[config.mk]
export PLATFORM = sky130hd
export DESIGN_NAME = delay_timer_sched
export DESIGN_NICKNAME = d
export VERILOG_FILES = /design/src/rtl/delay_timer_sched.sv
export SDC_FILE = /design/constraint.sdc
export NUM_CORES = 1
export LEC_CHECK = 0
export ABC_AREA = 0
export ABC_CLOCK_PERIOD_IN_PS = 3500
export CAP_MARGIN = 20
export CORE_MARGIN = 3
export CORE_UTILIZATION = 42
export CTS_CLUSTER_SIZE = 14
export DETAILED_ROUTE_END_ITERATION = 8
export HOLD_SLACK_MARGIN = 0.06
export PLACE_DENSITY = 0.78
export SLEW_MARGIN = 20
export SYNTH_ARGS = -nofsm -noshare
export SYNTH_HDL_FRONTEND = slang
export SYNTH_SLANG_ARGS = --single-unit
[constraint.sdc]
create_clock -name i_clk -period 3.5 [get_ports i_clk]
set_input_delay 0.7 -clock i_clk [delete_from_list [all_inputs] [get_ports i_clk]]
set_output_delay 0.7 -clock i_clk [all_outputs]
set_load 0.01 [all_outputs]
[src/rtl/delay_timer_sched.sv]
// Shared delay timer: arbitrates NREQ requesters, loads one down-counter, pulses done to the winner.
// Optional `DLY_PRIO_EN: fixed lowest-index-wins arbitration instead of round-robin.
//
// state  | meaning
// IDLE   | timer free, requests sampled
// LOAD   | grant asserted, delay captured (clamped to DMAX)
// RUN    | timer counting down to zero
// DONE   | one-cycle completion pulse, pointer advances
module delay_timer_sched #(
  parameter int NREQ  = 4,
  parameter int CBITS = 17,
  parameter int DMAX  = 100000
) (
  input  logic                    i_clk,
  input  logic                    i_rst_n,
  input  logic [NREQ-1:0]         i_req,
  input  logic [NREQ*CBITS-1:0]   i_dly,
  output logic [NREQ-1:0]         o_gnt,
  output logic [NREQ-1:0]         o_done,
  output logic [CBITS-1:0]        o_cnt,
  output logic                    o_busy,
  output logic                    o_flg,
  output logic                    o_err
);

  localparam int IW = (NREQ > 1) ? $clog2(NREQ) : 1;
  localparam logic [CBITS-1:0] DMAX_C = CBITS'(DMAX);

  typedef enum logic [1:0] {S_IDLE, S_LOAD, S_RUN, S_DONE} state_t;

  state_t           r_state;
  state_t           w_state_nxt;
  logic [IW-1:0]    r_win;
  logic [IW-1:0]    w_win;
  logic             w_found;
  logic [CBITS-1:0] r_cnt;
  logic [CBITS-1:0] w_dly_sel;
  logic [CBITS-1:0] w_dly_clamp;
  logic             w_dly_over;
  logic             r_err;
  logic [NREQ-1:0]  w_win_oh;

`ifdef DLY_PRIO_EN
  // Descending scan so the lowest set index is the last to write w_win.
  always_comb begin
    w_win   = '0;
    w_found = 1'b0;
    for (int i = NREQ - 1; i >= 0; i--) begin
      if (i_req[i]) begin
        w_win   = IW'(i);
        w_found = 1'b1;
      end
    end
  end
`else
  logic [IW-1:0] r_ptr;
  logic [IW-1:0] w_idx;

  always_comb begin
    w_win   = '0;
    w_found = 1'b0;
    w_idx   = '0;
    for (int i = 0; i < NREQ; i++) begin
      w_idx = IW'((int'(r_ptr) + i) % NREQ);
      if (!w_found && i_req[w_idx]) begin
        w_win   = w_idx;
        w_found = 1'b1;
      end
    end
  end

  always_ff @(posedge i_clk or negedge i_rst_n) begin
    if (!i_rst_n) begin
      r_ptr <= '0;
    end else if (r_state == S_DONE) begin
      r_ptr <= (r_win == IW'(NREQ - 1)) ? '0 : r_win + IW'(1);
    end
  end
`endif

  always_comb begin
    w_dly_sel = '0;
    for (int i = 0; i < NREQ; i++) begin
      if (r_win == IW'(i)) w_dly_sel = i_dly[i*CBITS +: CBITS];
    end
  end

  assign w_dly_over  = (w_dly_sel > DMAX_C);
  assign w_dly_clamp = w_dly_over ? DMAX_C : w_dly_sel;
  assign w_win_oh    = NREQ'(1) << r_win;

  always_ff @(posedge i_clk or negedge i_rst_n) begin
    if (!i_rst_n) r_state <= S_IDLE;
    else          r_state <= w_state_nxt;
  end

  always_comb begin
    w_state_nxt = r_state;
    o_gnt       = '0;
    o_done      = '0;
    o_busy      = 1'b1;
    o_flg       = 1'b0;
    case (r_state)
      S_IDLE: begin
        o_busy = 1'b0;
        o_flg  = 1'b1;
        if (w_found) w_state_nxt = S_LOAD;
      end
      S_LOAD: begin
        o_gnt       = w_win_oh;
        w_state_nxt = (w_dly_clamp == '0) ? S_DONE : S_RUN;
      end
      S_RUN: begin
        o_gnt = w_win_oh;
        if (r_cnt <= CBITS'(1)) w_state_nxt = S_DONE;
      end
      S_DONE: begin
        o_done      = w_win_oh;
        w_state_nxt = S_IDLE;
      end
      default: w_state_nxt = S_IDLE;
    endcase
  end

  always_ff @(posedge i_clk or negedge i_rst_n) begin
    if (!i_rst_n) begin
      r_win <= '0;
      r_cnt <= '0;
      r_err <= 1'b0;
    end else begin
      if (r_state == S_IDLE && w_found) r_win <= w_win;
      case (r_state)
        S_IDLE: r_cnt <= '0;
        S_LOAD: begin
          r_cnt <= w_dly_clamp;
          if (w_dly_over) r_err <= 1'b1;
        end
        S_RUN:  if (r_cnt != '0) r_cnt <= r_cnt - CBITS'(1);
        default: r_cnt <= r_cnt;
      endcase
    end
  end

  // err is visible in the LOAD cycle itself, then held by the sticky register.
  assign o_err = r_err | ((r_state == S_LOAD) && w_dly_over);
  assign o_cnt = r_cnt;

endmodule
==> run metrics, run 1 <==
number of rows in the core area=26; DR iter-0 viols=111; clock tree from TritonCTS=done; async set-reset flop share out of synthesis=100%; routed wirelength normalized by instance count=17.4 um; maximum vdd drop=0.000413 V; overall die height=79.4 um; worst endpoint data arrival time=2740 ps; crit-path max FO=20; data required time at the worst endpoint=2800 ps; Slew @ Worst Pin=689 ps; Layout Skew=14.2 ps; number of synthesized register bits=24; ys flop type=dfrtp_1; total power draw=3.26 mW; kind of path behind the tightest hold check=flip-flop to flip-flop; total clock buffers created by CTS=3; number of global-route vias before repair=2759; # hold bufs at CTS=0; pin count of the biggest net entering global routing=25; post-layout util=70.6%; number of pins exceeding their max-slew limit in the final report=0; total via count after detailed routing=2740; x dimension of the die=79.4 um; share of post-route cells with drive strength above 1=roughly 14%; Post-Synthesis Cell Area=2260 um2; finished layout cell area=3650 um2; top library cells by usage in the layout, fill and taps aside=clkdlybuf4s50_1, buf_4, dfrtp_1; run status=finished clean; count of flip-flops with a built-in enable after synthesis=0; CP startpoint kind=flip-flop; Initial Utilization=between 40 and 50%; total count of hold-check failures in the final report=0; final setup violation count=0; post-synthesis instance total=280; worst setup path class=flip-flop to output port; layer with the highest usage=met2; most common cell after layout, fill and taps aside=clkdlybuf4s50_1; relative slew slack=between 50% and 60%; number of distinct library cells after synthesis=59; half-perimeter wire length of the detailed placement result=6.41 mm; DRC violation count after routing=0; endpoint type of the worst setup path=output port; Die Area=between 6000 and 7000 um2; detailed-route vias per instance=5.83; max-cap violations=0; number of sinks handled by clock tree synthesis=24; global router's overall resource usage=25.9%; Post-Route WL=8.20 mm; drt first pass iters=5; setup repair after global routing missed its margin=true; Detail Route Antenna Nets=0; Achievable Freq=0.291 GHz; Global Route met1 Usage=32.2%; core footprint=5170 um2; # IOs=102; instance area at placement=3510 um2; maximum clock path buffer count=2; RePlAce Congestion=0.921; Leakage Power=1.54 nW; met3 track demand over resource in global routing=3.72%; Antenna Cells=0; wire length of the first global-routing pass=12.9 mm; Port Buffers=101; number of nets in the finished design=486; Period minus WS final=3440 ps; total congestion overflow=0; clock root buffer=clkbuf_8; clock-pin slew of the registers on the worst-case setup and hold paths=roughly 100 ps; count of synthesis-stage warnings from yosys=0; part of the Yosys area used for sequential elements=between 20% and 30%; number of antenna violations at the first check in global routing=0; growth of design area from synthesis to finish=61.6%; Syn Nets=around 370; power per unit of standard cell area=892 nW/um2; Post-Route Hold Slack=481 ps; maximum level of the CTS H-tree=1; Fin Setup TNS=0 ps; GR met2 Demand/Resource=46.0%; final period utilization=98.2%; synthesized area divided by synthesized cell count=~8 um2; Clk Latency, worst-skew pair=around 270 ps
-- Yosys cell counts (all sizes together), types with 2 or more instances --
cell type	n	area, um2
a221oi	8	70.1
nor3b	2	20.0
a31oi	6	43.8
or3	5	31.3
and2	8	50.1
a22oi	3	22.5
a21oi	17	85.1
buf	5	43.8
nand2b	6	37.5
o22a	3	26.3
a21boi	2	15.0
o221ai	5	43.8
nand2	15	56.3
nor4	8	62.6
clkbuf	11	41.3
o21bai	2	18.8
a2bb2oi	2	17.5
o21ai	22	110
nor2	22	82.6
or2	4	25.0
a21o	8	60.1
o41ai	3	26.3
a221o	8	80.1
and3	2	12.5
or4	3	26.3
mux2i	2	20.0
ha	11	138
nand3	7	40.0
nor3	10	55.1
dfrtp	24	601
a31o	4	35.0
inv	14	52.6
nor2b	2	12.5
o22ai	13	81.3
-- routing by layer --
metal  vias up  wire, um
met5         -         0
met4         0       148
met3        14       431
met2       107      4000
met1      1293      3620
li1       1326         -
-- worst max-delay path, stage by stage (launching register included) --
cell	delay [ps]
dfrtp_1	420
buf_4	160
ha_4	170
buf_12	150
a221o_1	340
a222oi_1	440
nor3b_2	330
nand3_2	140
nand3_2	110
nand2b_1	50
buf_2	130
-- where the power goes --
group / switching, mW / total, mW / internal, mW
Sequential: 0.115 / 0.488 / 0.373
Combinational: 1.33 / 2.52 / 1.19
Clock: 0.0934 / 0.246 / 0.153
Total: 1.54 / 3.26 / 1.72
-- layout make-up --
cell class              count  area [um2]
multi-input cells         226        1580
fillers                   440        1520
repair buffers            132        1260
flip-flops and latches     24         601
well taps                  70        87.6
inverters                  14        55.1
clock buffers               3        41.3
clock inverters             1        30.0
-- repair_timing --
| action | CTS | global route |
|---|---|---|
| gates resized for setup | 11 | 8 |
| endpoints found under the setup margin | 1 | 1 |
| buffers inserted | 2 | 3 |
| pin swaps | 3 | 5 |
-- registers in the layout (all words and copies together) (netlist names) --
signal and flops:
o_cnt 17, r_err 1, r_ptr 2, r_state 2
r_win 2
-- logic make-up after synthesis --
family	Yosys count	synth area share (%)
adders and majority gates	11	6.09
muxes	3	1.38
AOI/OAI and AO/OA	116	36.6
and+or+nand+nor	95	22.9
xor gates and xnor gates	1	0.387
buffers and inverters	30	6.09
DFF	24	26.6
-- final timing paths --
| kind | start | to | slack [ps] | depth (start not counted) |
|---|---|---|---|---|
| setup / recovery | r_win[0]$_DFFE_PN0P_ | o_err | 60 | 10 |
| hold / removal | r_err$_DFFE_PN0P_ | r_err$_DFFE_PN0P_ | 480 | 1 |
| setup reg to reg | r_win[0]$_DFFE_PN0P_ | o_cnt[13]$_DFFE_PN0P_ | 460 | 12 |
| hold reg to reg | r_err$_DFFE_PN0P_ | r_err$_DFFE_PN0P_ | 480 | 1 |
| max in group asynchronous | i_rst_n | o_cnt[11]$_DFFE_PN0P_ | 2460 | 2 |
| min in group asynchronous | i_rst_n | o_cnt[6]$_DFFE_PN0P_ | 790 | 2 |
-- metrics by stage --
stage	instances	setup slack, ps
finish	470	62.8
global route	470	-10.8
CTS	468	48.6
detailed placement	462	-249
global placement	462	-186
floorplan	280	523
Power figures use the tool's default switching activity.
==> run 2: changes to the inputs <==
--- a/config.mk
+++ b/config.mk
@@ -10,11 +10,10 @@
 export CAP_MARGIN = 20
 export CORE_MARGIN = 3
 export CORE_UTILIZATION = 42
-export CTS_CLUSTER_SIZE = 14
+export CTS_CLUSTER_SIZE = 25
 export DETAILED_ROUTE_END_ITERATION = 8
 export HOLD_SLACK_MARGIN = 0.06
 export PLACE_DENSITY = 0.78
-export SLEW_MARGIN = 20
 export SYNTH_ARGS = -nofsm -noshare
 export SYNTH_HDL_FRONTEND = slang
 export SYNTH_SLANG_ARGS = --single-unit
==> results of run 2 <==
Final layout, timing and power as in run 1 (identical DEF).
==> run 3: changes to the inputs <==
--- a/config.mk
+++ b/config.mk
@@ -7,7 +7,7 @@
 export LEC_CHECK = 0
 export ABC_AREA = 0
 export ABC_CLOCK_PERIOD_IN_PS = 3500
-export CAP_MARGIN = 20
+export CAP_MARGIN = 0
 export CORE_MARGIN = 3
 export CORE_UTILIZATION = 42
 export CTS_CLUSTER_SIZE = 25
==> results of run 3 <==
Final layout, timing and power as in run 1 (identical DEF).
